### src/rtl/comma_aligner.sv
// K28.5 comma aligner: hunts for commas in the shifter window, confirms the boundary, emits one symbol per 10 clocks.
// Latency 1 clock from boundary window to registered output; no backpressure (decoder must accept every strobe).
module comma_aligner #(
  parameter int          LOCK_COMMAS   = 2,
  parameter int          UNLOCK_COMMAS = 4,
  parameter logic [9:0]  COMMA_N       = 10'h0FA,
  parameter logic [9:0]  COMMA_P       = 10'h305
) (
  input  logic       clk,
  input  logic       rst_n,
  input  logic [9:0] parallel_in,
  output logic [9:0] symbol_out,
  output logic       symbol_valid,
  output logic       locked,
  output logic       comma_det
);

  localparam logic [3:0] LOCK_N   = 4'(LOCK_COMMAS);
  localparam logic [3:0] UNLOCK_N = 4'(UNLOCK_COMMAS);

  typedef enum logic [1:0] {
    HUNT    = 2'd0,
    CONFIRM = 2'd1,
    LOCKED  = 2'd2
  } state_t;

  state_t     state, state_nxt;
  logic [3:0] phase, phase_nxt;
  logic [3:0] comma_cnt, comma_cnt_nxt;
  logic [3:0] mis_cnt, mis_cnt_nxt;
  logic       match;
  logic       boundary;
  logic       emit;

  assign match    = (parallel_in == COMMA_N) || (parallel_in == COMMA_P);
  // phase is loaded with 1 on detection, so 0 marks every 10th cycle after it
  assign boundary = (state != HUNT) && (phase == 4'd0);

  always_comb begin
    state_nxt     = state;
    phase_nxt     = (phase == 4'd9) ? 4'd0 : phase + 4'd1;
    comma_cnt_nxt = comma_cnt;
    mis_cnt_nxt   = mis_cnt;
    emit          = 1'b0;
    case (state)
      HUNT: begin
        phase_nxt = 4'd0;
        if (match) begin
          phase_nxt     = 4'd1;
          comma_cnt_nxt = 4'd1;
          mis_cnt_nxt   = 4'd0;
          if (LOCK_N == 4'd1) begin
            state_nxt = LOCKED;
            emit      = 1'b1;
          end else begin
            state_nxt = CONFIRM;
          end
        end
      end
      CONFIRM: begin
        if (match) begin
          if (boundary) begin
            comma_cnt_nxt = comma_cnt + 4'd1;
            if ((comma_cnt + 4'd1) >= LOCK_N) begin
              state_nxt   = LOCKED;
              mis_cnt_nxt = 4'd0;
              emit        = 1'b1;
            end
          end else begin
            phase_nxt     = 4'd1;
            comma_cnt_nxt = 4'd1;
          end
        end
      end
      LOCKED: begin
        if (boundary) begin
          emit = 1'b1;
          if (match) mis_cnt_nxt = 4'd0;
        end else if (match) begin
          if ((mis_cnt + 4'd1) >= UNLOCK_N) begin
            state_nxt     = HUNT;
            phase_nxt     = 4'd0;
            comma_cnt_nxt = 4'd0;
            mis_cnt_nxt   = 4'd0;
          end else begin
            mis_cnt_nxt = mis_cnt + 4'd1;
          end
        end
      end
      default: begin
        state_nxt     = HUNT;
        phase_nxt     = 4'd0;
        comma_cnt_nxt = 4'd0;
        mis_cnt_nxt   = 4'd0;
      end
    endcase
  end

  always_ff @(posedge clk or negedge rst_n) begin
    if (!rst_n) begin
      state        <= HUNT;
      phase        <= 4'd0;
      comma_cnt    <= 4'd0;
      mis_cnt      <= 4'd0;
      symbol_out   <= 10'd0;
      symbol_valid <= 1'b0;
      comma_det    <= 1'b0;
      locked       <= 1'b0;
    end else begin
      state        <= state_nxt;
      phase        <= phase_nxt;
      comma_cnt    <= comma_cnt_nxt;
      mis_cnt      <= mis_cnt_nxt;
      symbol_valid <= emit;
      comma_det    <= emit && match;
      locked       <= (state_nxt == LOCKED);
      if (emit) symbol_out <= parallel_in;
    end
  end

endmodule
### config.mk
export PLATFORM = sky130hd
export DESIGN_NAME = comma_aligner
export DESIGN_NICKNAME = d
export VERILOG_FILES = /design/src/rtl/comma_aligner.sv
export SDC_FILE = /design/constraint.sdc
export NUM_CORES = 1
export LEC_CHECK = 0
export CORE_ASPECT_RATIO = 0.7
export CORE_MARGIN = 2
export CORE_UTILIZATION = 57
export DETAILED_ROUTE_END_ITERATION = 7
export PLACE_DENSITY = 0.95
export SETUP_SLACK_MARGIN = 0.1
export SYNTH_ARGS = -nofsm -noshare
export SYNTH_HDL_FRONTEND = slang
export SYNTH_SLANG_ARGS = --single-unit
### constraint.sdc
create_clock -name clk -period 4.2 [get_ports clk]
set_clock_uncertainty 0.2 [all_clocks]
set_input_delay 1.05 -clock clk [delete_from_list [all_inputs] [get_ports clk]]
set_output_delay 1.05 -clock clk [all_outputs]
set_load 0.005 [all_outputs]
* After elaboration in Yosys (flattened, before gate mapping)
Index checks and enable logic that the tools add are counted. W data, S select, Z words.
Cells by class: add/sub/neg operators 3, order comparisons 2, eq/ne operators 14, mux-type cells 36, reduce and logical (&&, ||, !) cells 8
Operator list (number):
- $mux W4 | 19
- $pmux W4 S3 | 3
- $mux W2 | 7
- $ne A2 B2 Y1 const B | 7
- $add A4 B1 Y4 const B | 3
- $eq A10 B10 Y1 const B | 1
- $eq A10 B8 Y1 const B | 1
- $pmux W2 S3 | 1
- $mux W1 | 5
- $reduce_and A5 Y1 | 1
- $eq A2 B2 Y1 const B | 2
- $eq A4 B4 Y1 const B | 1
- $ge A4 B2 Y1 const B | 1
- $ge A4 B3 Y1 const B | 1
- $logic_not A4 Y1 | 1
- $reduce_and A4 Y1 | 1
- $ne A3 B3 Y1 const B | 1
- $eq A2 B1 Y1 const B | 1
- $logic_and A1 B1 Y1 | 2
- $logic_not A2 Y1 | 1
- $pmux W1 S2 | 1
- $reduce_bool A2 Y1 | 1
- $logic_or A1 B1 Y1 | 1
Storage, ports and cells: register bits after elaboration 27, input bits 12, output and inout bits 13, logic and storage cells 71

* Depth between registers and ports, before layout
Gate-level depths: netlist of the first run.
depth in word-level cells 7, depth in mapped cells 7, gate-level depth less buffers 7

* Worst setup path before layout of the first run
Ideal clock, no wire load.
path type input to register, start input port parallel_in[5], end register symbol_out[1], library setup time 0.125 ns, data arrival time 2.638 ns, required time 3.875 ns, slack 1.237 ns, stages on the path 6, path buffers 1, cell sequence or4_4 nor3_4 o221a_4 a31oi_4 buf_6 mux2_4
On the way: word-level cells in the longest chain between the ends 4, elaborated cells on any way between the ends 5, those cells by class eq/ne (2); mux (2); reduce/logical (1)
Ends and longest elaborated chain:
- start, declared | line 11 | input logic [9:0] parallel_in,
- $eq A10 B8 Y1 or $eq A10 B10 Y1 (tied branches) | line 35 | assign match = (parallel_in == COMMA_N) || (parallel_in == COMMA_P);
- $logic_or A1 B1 Y1 (*) | line 35
- $mux W1 (*) | line 61 | if (match) begin
- $pmux W1 S2 (*) | line 45 | case (state)
- end signal, assigned | line 117 | if (emit) symbol_out <= parallel_in;
- end, declared | line 12 | output logic [9:0] symbol_out,
Mark *: on every way between the ends. The rest lies on a longest branch, timed or not. A chain may end at the register's enable or synchronous reset.

* Worst setup path after layout of the first run
start input port parallel_in[5], end register symbol_out[0]
Same word-level chain as after synthesis.

==> metrics.md, run 1 <==
| Metric | Value |
|---|---|
| Status | finished, final reports clean |
| Power per cell area | 352 nW/um^2 |
| Post-layout min period | approximately 3300 ps |
| Post-synthesis cell area | about 1600 um^2 |
| Synth area leaders | dfrtp_1, ha_1, mux2_4, mux2_1, inv_1 |
| First-pass GRT wire length | between 5 and 6 mm |
| Slowest cell on crit path | or4_4 |
| Synth async-reset ratio | 100% |
| Worst IR Drop VDD | ~250 uV |
| H-Tree Depth | 1 |
| Fin crit share | between 70% and 80% |
| YS warnings | 0 |
| Gate power share | 32.4% |
| Initial antenna violation count | 0 |
| RSZ-0062 raised after global routing | false |
| Critical path required time | ~4200 ps |
| Syn Inst Count | ~140 |
| HP Class | flop to flop |
| Layout cells sized above 1 | between 10% and 20% |
| TritonCTS Buffers | 3 |
| Top Ports | 25 |
| Sink Count | 27 |
| Top cell type by total area after synthesis | dfrtp_1 |
| Clk root buf | clkbuf_8 |
| Clock Latency Late Sink | about 270 ps |
| Vias in the first global route | roughly 1100 |
| CTS tree | built |
| Inserted Diodes | 0 |
| Hold Vio Cnt, Final | 0 |
| Clock network power share | 21.7% |
| Post-synth EDFFs | 0 |
| Drt total wl | between 3 and 4 mm |
| Setup Buffers After CTS | 0 |
| Top cells by count, synth | dfrtp_1, ha_1, inv_1, nor2_1, mux2_4 |
| Core area | ~2500 um^2 |
| DR WL/cell | approximately 16 um |
| Mean post-synth cell area | between 10 and 15 um^2 |
| Syn-to-layout area delta | 20.1% |
| FF+latch count, synth | 27 |
| Sequential element share of the synthesized area | between 40 and 50% |
| DP HPWL | approximately 2.4 mm |
| Quantity of gates resized following cts | 0 |
| Vias per std cell | between 5 and 6 |
| DIE WIDTH | 66.7 um |
| Data arrival, critical path | approximately 3300 ps |
| WS Path Type | input pin to flop |
| Sequential share of power | 45.9% |
| Worst setup SP type | input pin |
| Top cell type's share of synthesized area | 43.1% |
| Port-buffer cells | 24 |
| Setup-failing EPs final | 0 |
| DRC | 0 |
| MaxCap Viol Count | 0 |
| Leakage | around 0.86 nW |
| Largest net degree at the start of global routing | 28 |
| Mapped Nets | around 160 |
| Fillers | between 150 and 200 |
| CP endpoint kind | flop |
| Die H | 47.9 um |
| Slew headroom | 60.7% |
| Max frequency | between 300 and 400 MHz |
| Global placer's final weighted congestion | 0.802 |
| Nets | between 150 and 200 |
| GRT overflow | 0 |
| Int Pwr | roughly 0.44 mW |
| Final Power | roughly 0.66 mW |
| Crit Path Max Fanout | 12 |
| Total vias in the final route | around 1100 |
| Fin. max-slew vios | 0 |
| Post-synth top flop | dfrtp_1 |
| Psw | about 0.23 mW |
| Row cnt | 15 |
| Worst-Margin Slew | between 500 and 600 ps |
| Initial DRT Pass Iterations | 4 |
| 1st-iter DRT viols | 74 |
| Net Sw Frac | 34.2% |
| Clock-pin slew on the worst setup and hold paths | around 90 ps |
| Final ANT Viol Nets | 0 |
| Slowest stage delay, CP | a little under 600 ps |
| GRT Total Usage | a little under a quarter |
| Die area | around 3200 um^2 |
| Clock Tree Buf Depth | 2 |
| Setup TNS | 0 ps |
| CP Cell Sequence | clkdlybuf4s50_1, or4_4, nor3_4, o221a_4, a31oi_4, mux2_1 |
| Count leader, synth | dfrtp_1 |
| Initial Utilization | between 60 and 70% |
| Distinct cell type count after synthesis | 47 |
| Hold buffers post-CTS | 0 |
cell type report:
cell class,instances,area (um^2),share of cell area [%]
Timing Repair Buffer,25,248,13.1
Tap cell,34,42.5,2.26
Clock buffer,4,45.0,2.39
Sequential cell,27,676,35.9
Inverter,10,37.5,1.99
Multi-Input combinational cell,95,836,44.4
critical path, delay by kind of cell:
kind | cells | cell delay (ps)
buf+inv | 1 | 450
compound gates | 2 | 500
mux | 1 | 390
simple gates | 2 | 880
registers in the layout, indices dropped and copies added, names as in the netlist:
register,flops
phase,4
comma_cnt,4
symbol_valid,1
state,2
locked,1
symbol_out,10
mis_cnt,4
comma_det,1
routing by layer:
metal	GRT usage (%)	vias up	share of wire, %
met5	0	-	0
met4	2.45	0	0
met3	4.71	0	5.1
met2	40.4	26	48
met1	30.0	563	47
li1	-	548	-
logic make-up after synthesis:
family / count (synthesis) / synth area share [%]
simple gates: 43 / 18.3
flops: 27 / 43.1
compound gates: 26 / 14.2
buf+inv: 13 / 3.67
mux: 12 / 10.5
fa+ha+maj: 10 / 7.97
xor+xnor: 4 / 2.23
cells in the final DEF (no fill, tap or decap), drive strengths merged, types with 2 or more instances in the layout:
| cell type | Yosys | routed |
|---|---|---|
| a21oi | 5 | 5 |
| nor3b | 2 | 2 |
| nor4 | 2 | 2 |
| inv | 10 | 10 |
| dfrtp | 27 | 27 |
| nand3 | 2 | 2 |
| nor2 | 10 | 10 |
| clkbuf | 0 | 4 |
| or3 | 3 | 3 |
| and2 | 2 | 2 |
| o21bai | 2 | 2 |
| and3b | 2 | 2 |
| nand2 | 5 | 5 |
| o21ai | 3 | 3 |
| clkdlybuf4s50 | 0 | 24 |
| and3 | 2 | 2 |
| nor4b | 2 | 2 |
| o2bb2ai | 2 | 2 |
| nor3 | 5 | 5 |
| o31ai | 3 | 3 |
| ha | 10 | 10 |
| xnor2 | 3 | 3 |
| mux2 | 12 | 12 |
final timing paths:
kind / slack [ps] / cells after the start / endpoint / start
worst max-delay path: 880 / 6 / symbol_out[0] / parallel_in[5]
worst min-delay path: 290 / 1 / symbol_out[9] / symbol_out[9]
worst max register to register: 1620 / 7 / locked / state[1]
worst min register to register: 290 / 1 / symbol_out[9] / symbol_out[9]
max in group asynchronous: 2610 / 2 / symbol_out[9] / rst_n
min in group asynchronous: 950 / 2 / symbol_out[3] / rst_n
through the flow:
step	instance area [um^2]	setup WS, ps	cells	hold WS [ps]	utilization (%)
3_3_place_gp	1840	687	191	276	72.6
4_1_cts	1880	895	195	301	74.4
3_5_place_dp	1840	611	191	281	72.6
6_report	1880	879	195	293	74.4
2_1_floorplan	1570	1240	135	269	-
5_1_grt	1880	787	195	332	74.4
power groups by stage:
stage | registers (mW) | logic, mW | clock network, mW
after floorplan | 0.304 | 0.158 | 0
after global placement | 0.307 | 0.204 | 0
after detailed placement | 0.309 | 0.210 | 0
after CTS | 0.304 | 0.213 | 0.147
after global routing | 0.307 | 0.240 | 0.157
final | 0.304 | 0.214 | 0.144
(Power assumes the default switching activity.)
==> run 2: changes to the inputs <==
--- a/config.mk
+++ b/config.mk
@@ -7,9 +7,9 @@
 export LEC_CHECK = 0
 export CORE_ASPECT_RATIO = 0.7
 export CORE_MARGIN = 2
-export CORE_UTILIZATION = 57
+export CORE_UTILIZATION = 53
 export DETAILED_ROUTE_END_ITERATION = 7
-export PLACE_DENSITY = 0.95
+export PLACE_DENSITY = 0.9
 export SETUP_SLACK_MARGIN = 0.1
 export SYNTH_ARGS = -nofsm -noshare
 export SYNTH_HDL_FRONTEND = slang
==> constraint.sdc (replaced) <==
create_clock -name clk -period 3.4 [get_ports clk]
set_clock_uncertainty 0.2 [all_clocks]
set_input_delay 0.85 -clock clk [delete_from_list [all_inputs] [get_ports clk]]
set_output_delay 0.85 -clock clk [all_outputs]
set_load 0.005 [all_outputs]
==> run 2 against run 1 <==
  * Wire length up 7.3%
  * Core utilization down 6.5 points
  * Highest routed layer is now met4
  * Critical path type unchanged
  * Critical path depth unchanged
  * Cell count up 2.1%
  * Combinational power up 29%
==> metrics.md, run 2 (same netlist as run 1, synthesis figures left out) <==
| Metric | Value |
|---|---|
| Status | finished, final reports clean |
| Critical path required time | 3360 ps (-800 ps) |
| Drt total wl | 3.38 mm (+7.3%) |
| Total vias in the final route | 1180 (+3.8%) |
| GRT Total Usage | 22.0% (-0.55 points) |
| Worst setup SP type | input pin |
| Worst-Margin Slew | 579 ps (-5.78 ps) |
| Hold Vio Cnt, Final | 0 (unchanged) |
| Clock Latency Late Sink | 270 ps (about the same) |
| Commonest non-fill, non-tap cell in the layout | dfrtp_1 |
| Quantity of gates resized following cts | 0 (unchanged) |
| Die H | 49.5 um (+3.4%) |
| CP Cell Sequence | clkdlybuf4s50_1, or4_4, nor4_1, o21bai_1, a21oi_2, mux2_1 |
| DIE WIDTH | 69.0 um (+3.5%) |
| Setup Buffers After CTS | 0 (unchanged) |
| WS Path Type | input pin to flop |
| Hold buffers post-CTS | 0 (unchanged) |
| Non-filler cells, final | 199 (+2.1%) |
| Syn-to-layout area delta | 21.2% |
| Vias in the first global route | 1219 (+6.1%) |
| Hold Worst Slack | 304 ps (+10.9 ps) |
| Multi-input gate area | 836 um^2 (unchanged) |
| CP endpoint kind | flop |
| CTS tree | built |
| Nets | 186 (+1.1%) |
| Most flop-heavy register | symbol_out |
| Placed cell areas | 1860 um^2 (+0.95%) |
| Sink Count | 27 (unchanged) |
| First-pass GRT wire length | 5.84 mm (+9.4%) |
| Initial DRT Pass Iterations | 4 (unchanged) |
| Fillers | 209 (+24%) |
| Top Ports | 25 (unchanged) |
| Fin area | 1900 um^2 (+0.93%) |
| Max reg flops | 10 (unchanged) |
| Register area | 676 um^2 (unchanged) |
| DRC | 0 (unchanged) |
| Post-layout min period | about 3100 ps |
| Most frequent cells in the layout | dfrtp_1, clkdlybuf4s50_1, inv_1, nor2_1, ha_1 |
| Clk root buf | clkbuf_8 |
| RSZ-0062 raised after global routing | false |
| H-Tree Depth | 1 (unchanged) |
| DP HPWL | 2.64 mm (+10%) |
| Global placer's final weighted congestion | 0.785 (-2.1%) |
| Inserted Diodes | 0 (unchanged) |
| Clock Tree Buf Depth | 2 (unchanged) |
| Data arrival, critical path | 3100 ps (-180 ps) |
| Row cnt | 16 (+1) |
| TritonCTS Buffers | 3 (unchanged) |
| Setup TNS | 0 ps (unchanged) |
| CP bufs+invs | 1 (unchanged) |
| Initial antenna violation count | 0 (unchanged) |
| Clock-pin slew on the worst setup and hold paths | 80 ps (about the same) |
| Initial Utilization | 56.0% (-5.9 points) |
| Slowest stage delay, CP | 590 ps (about the same) |
| Vias per std cell | 5.93 (+1.7%) |
| Port-buffer cells | 24 (unchanged) |
| Max frequency | around 320 MHz |
| 1st-iter DRT viols | 25 (-66%) |
| Fin crit share | between 90% and 100% |
| DR WL/cell | 17.0 um (+5.1%) |
| Slew headroom | 61.3% (+0.59 points) |
| Crit Path Max Fanout | 7 (-5) |
| Placed cell count | 195 (+2.1%) |
| Leakage | 0.867 nW (+1.3%) |
| HP Class | flop to flop |
| Slowest cell on crit path | or4_4 |
| Core area | 2800 um^2 (+11%) |
| MaxCap Viol Count | 0 (unchanged) |
| Fin. max-slew vios | 0 (unchanged) |
| GRT overflow | 0 (unchanged) |
| CP delay by family, top | simple AND/OR/NAND/NOR gates |
| Final ANT Viol Nets | 0 (unchanged) |
| Largest net degree at the start of global routing | 28 (unchanged) |
| Setup-failing EPs final | 0 (unchanged) |
| Power per cell area | 435 nW/um^2 (+24%) |
| Worst IR Drop VDD | 269 uV (+9.2%) |
| Layout cells sized above 1 | 13.5% (+1.1 points) |
| Die area | 3420 um^2 (+7.0%) |
-- run 2: cell type report --
type | instances | share of cell area [%]
multi-input cells | 95 | 43.9
repair buffers | 27 | 13.8
clock buffers | 4 | 2.37
inverters | 10 | 1.97
flip-flops and latches | 27 | 35.5
well taps | 36 | 2.37
-- run 2: final timing paths --
check                                     from       endpoint  slack [ps]  cells after the start
worst max-delay path            parallel_in[5]   comma_cnt[1]         260                      6
worst min-delay path             symbol_out[9]  symbol_out[9]         300                      1
worst max register to register        state[1]         locked         690                      7
worst min register to register   symbol_out[9]  symbol_out[9]         300                      1
max in group asynchronous                rst_n  symbol_out[0]        2000                      2
min in group asynchronous                rst_n  symbol_out[1]         740                      2
-- run 2: per-stage QoR --
step / util [%] / setup WS [ps] / power [mW]
floorplan: - / 637 / 0.570
global placement: 66.3 / 106 / 0.631
detailed placement: 66.3 / -6.37 / 0.652
CTS: 67.9 / 280 / 0.829
global route: 67.9 / 155 / 0.886
finish: 67.9 / 260 / 0.827
-- run 2: layer usage --
layer	vias up	part of all wire, %	global-route usage (%)
li1	551	-	-
met1	588	45	28.2
met2	39	49	38.0
met3	2	5.1	5.52
met4	0	0.47	4.90
met5	-	0	0
-- run 2: where the power goes --
group          switching (mW)  internal (mW)  leakage [nW]
Combinational           0.167          0.109         0.473
Clock                  0.0923         0.0840        0.0228
Sequential             0.0269          0.348         0.372
Total                   0.286          0.541         0.867
==> run 3: changes to the inputs <==
--- a/config.mk
+++ b/config.mk
@@ -7,9 +7,11 @@
 export LEC_CHECK = 0
 export CORE_ASPECT_RATIO = 0.7
 export CORE_MARGIN = 2
-export CORE_UTILIZATION = 53
+export CORE_UTILIZATION = 44
+export CTS_CLUSTER_DIAMETER = 30
 export DETAILED_ROUTE_END_ITERATION = 7
-export PLACE_DENSITY = 0.9
+export PLACE_DENSITY = 0.79
+export RECOVER_POWER = 25
 export SETUP_SLACK_MARGIN = 0.1
 export SYNTH_ARGS = -nofsm -noshare
 export SYNTH_HDL_FRONTEND = slang
==> run 3 against run 2 <==
  * Sequential power about the same
  * Largest power group unchanged
  * Largest cell class unchanged
  * Highest routed layer unchanged
  * Design area is 0.92% higher
  * Cell count up 7.0%
==> metrics.md, run 3 (same netlist as run 1, synthesis figures left out) <==
| Metric | Value |
|---|---|
| Status | finished, final reports clean |
| Reg2reg start | state[0] |
| Inserted Diodes | 0 (unchanged) |
| MaxCap Viol Count | 0 (unchanged) |
| Commonest non-fill, non-tap cell in the layout | dfrtp_1 |
| Initial antenna violation count | 0 (unchanged) |
| Setup Buffers After CTS | 0 (unchanged) |
| Fin area | 1920 um^2 (+0.92%) |
| Post-layout min period | 3130 ps (-13.7 ps) |
| Total vias in the final route | 1163 (-1.4%) |
| DP HPWL | 2.42 mm (-8.2%) |
| Die H | 54.0 um (+9.0%) |
| Clock Latency Late Sink | 280 ps (about the same) |
| WS Path Type | input pin to flop |
| Min-delay src | symbol_out[0] |
| CP delay by family, top | simple AND/OR/NAND/NOR gates |
| CP endpoint kind | flop |
| Max reg flops | 10 (unchanged) |
| DRC | 0 (unchanged) |
| Most flop-heavy register | symbol_out |
| Clock-pin slew on the worst setup and hold paths | 100 ps (+20 ps) |
| Top Ports | 25 (unchanged) |
| Placed cell areas | 1870 um^2 (+0.94%) |
| Row cnt | 18 (+2) |
| CTS tree | built |
| Quantity of gates resized following cts | 0 (unchanged) |
| GRT overflow | 0 (unchanged) |
| Core area | 3470 um^2 (+24%) |
| Max frequency | 320 MHz (+0.44%) |
| Data arrival, critical path | 3090 ps (about the same) |
| GRT Total Usage | 17.4% (-4.6 points) |
| DIE WIDTH | 75.4 um (+9.2%) |
| Setup TNS | 0 ps (unchanged) |
| Worst IR Drop VDD | 281 uV (+4.5%) |
| Power per cell area | 430 nW/um^2 (-1.1%) |
| Layout cells sized above 1 | 13.5% (unchanged) |
| Hold Vio Cnt, Final | 0 (unchanged) |
| Worst setup SP type | input pin |
| TritonCTS Buffers | 3 (unchanged) |
| RSZ-0062 raised after global routing | false |
| H-Tree Depth | 1 (unchanged) |
| Critical path required time | 3360 ps (about the same) |
| Hold buffers post-CTS | 0 (unchanged) |
| Crit. Startpoint | parallel_in[2] |
| Syn-to-layout area delta | 22.3% |
| Clock Tree Buf Depth | 2 (unchanged) |
| Fin. max-slew vios | 0 (unchanged) |
| Fin crit share | 91.9% (-0.40 points) |
| Leakage | 0.863 nW (-0.51%) |
| Final Power | 0.826 mW (-0.19%) |
| Slew headroom | 6.23% (-55 points) |
| Slowest cell on crit path | or4bb_1 |
| DR WL/cell | 14.9 um (-12%) |
| First-pass GRT wire length | 5.23 mm (-11%) |
| CP Cell Sequence | clkdlybuf4s50_1, or4bb_1, nor4_1, o21bai_1, a21oi_2, mux2_1 |
| Initial Utilization | 45.2% (-11 points) |
| Worst-Margin Slew | 1410 ps (+827 ps) |
| Post-layout util | 55.3% (-13 points) |
| Die area | 4070 um^2 (+19%) |
| Vias per std cell | 5.46 (-7.9%) |
| Vias in the first global route | 1128 (-7.5%) |
| Slowest stage delay, CP | 560 ps (-30 ps) |
| 1st-iter DRT viols | 44 (+76%) |
| Setup-failing EPs final | 0 (unchanged) |
| Port-buffer cells | 24 (unchanged) |
| Nets | 186 (unchanged) |
| Most frequent cells in the layout | dfrtp_1, clkdlybuf4s50_1, inv_1, nor2_1, ha_1 |
| Largest net degree at the start of global routing | 28 (unchanged) |
| Global placer's final weighted congestion | 0.848 (+8.0%) |
| Sink Count | 27 (unchanged) |
| Crit Path Max Fanout | 7 (unchanged) |
| CP bufs+invs | 1 (unchanged) |
| Drt total wl | 3.17 mm (-6.2%) |
| Initial DRT Pass Iterations | 6 (+2) |
| Clk root buf | clkbuf_8 |
| Hold Worst Slack | 297 ps (-7.00 ps) |
| Final ANT Viol Nets | 0 (unchanged) |
| HP Class | flop to flop |
-- run 3: layout make-up --
type                            instances  area, um^2
Clock inverter                          1        7.51
Fill cell                             314        1550
Clock buffer                            3        41.3
Timing Repair Buffer                   27         259
Multi-Input combinational cell         95         836
Tap cell                               50        62.6
Inverter                               10        37.5
Sequential cell                        27         676
-- run 3: worst paths after layout --
path,to,slack (ps),cells after the start
min in group asynchronous,symbol_out[0],1210,2
min,symbol_out[0],300,1
max,comma_cnt[1],270,6
min reg2reg,symbol_out[0],300,1
max in group asynchronous,state[0],960,2
max reg2reg,locked,750,7
-- run 3: metal layers --
layer	routed length [um]	part of all wire [%]	up-vias	track usage [%]
met1	1520	48	567	22.7
li1	-	-	553	-
met5	0	0	-	0
met2	1390	44	37	28.4
met3	213	6.7	6	4.12
met4	52	1.6	0	5.85
-- run 3: through the flow --
| step | setup slack, ps | instances |
|---|---|---|
| global route | 175 | 213 |
| floorplan | 637 | 135 |
| CTS | 289 | 213 |
| detailed placement | 1.70 | 209 |
| global placement | 35.2 | 209 |
| finish | 274 | 213 |
-- run 3: report_power, final --
group	internal (mW)	leakage, nW	total [mW]	switching [mW]
combinational	0.106	0.469	0.262	0.156
clock	0.0834	0.0217	0.187	0.104
sequential	0.348	0.372	0.377	0.0289
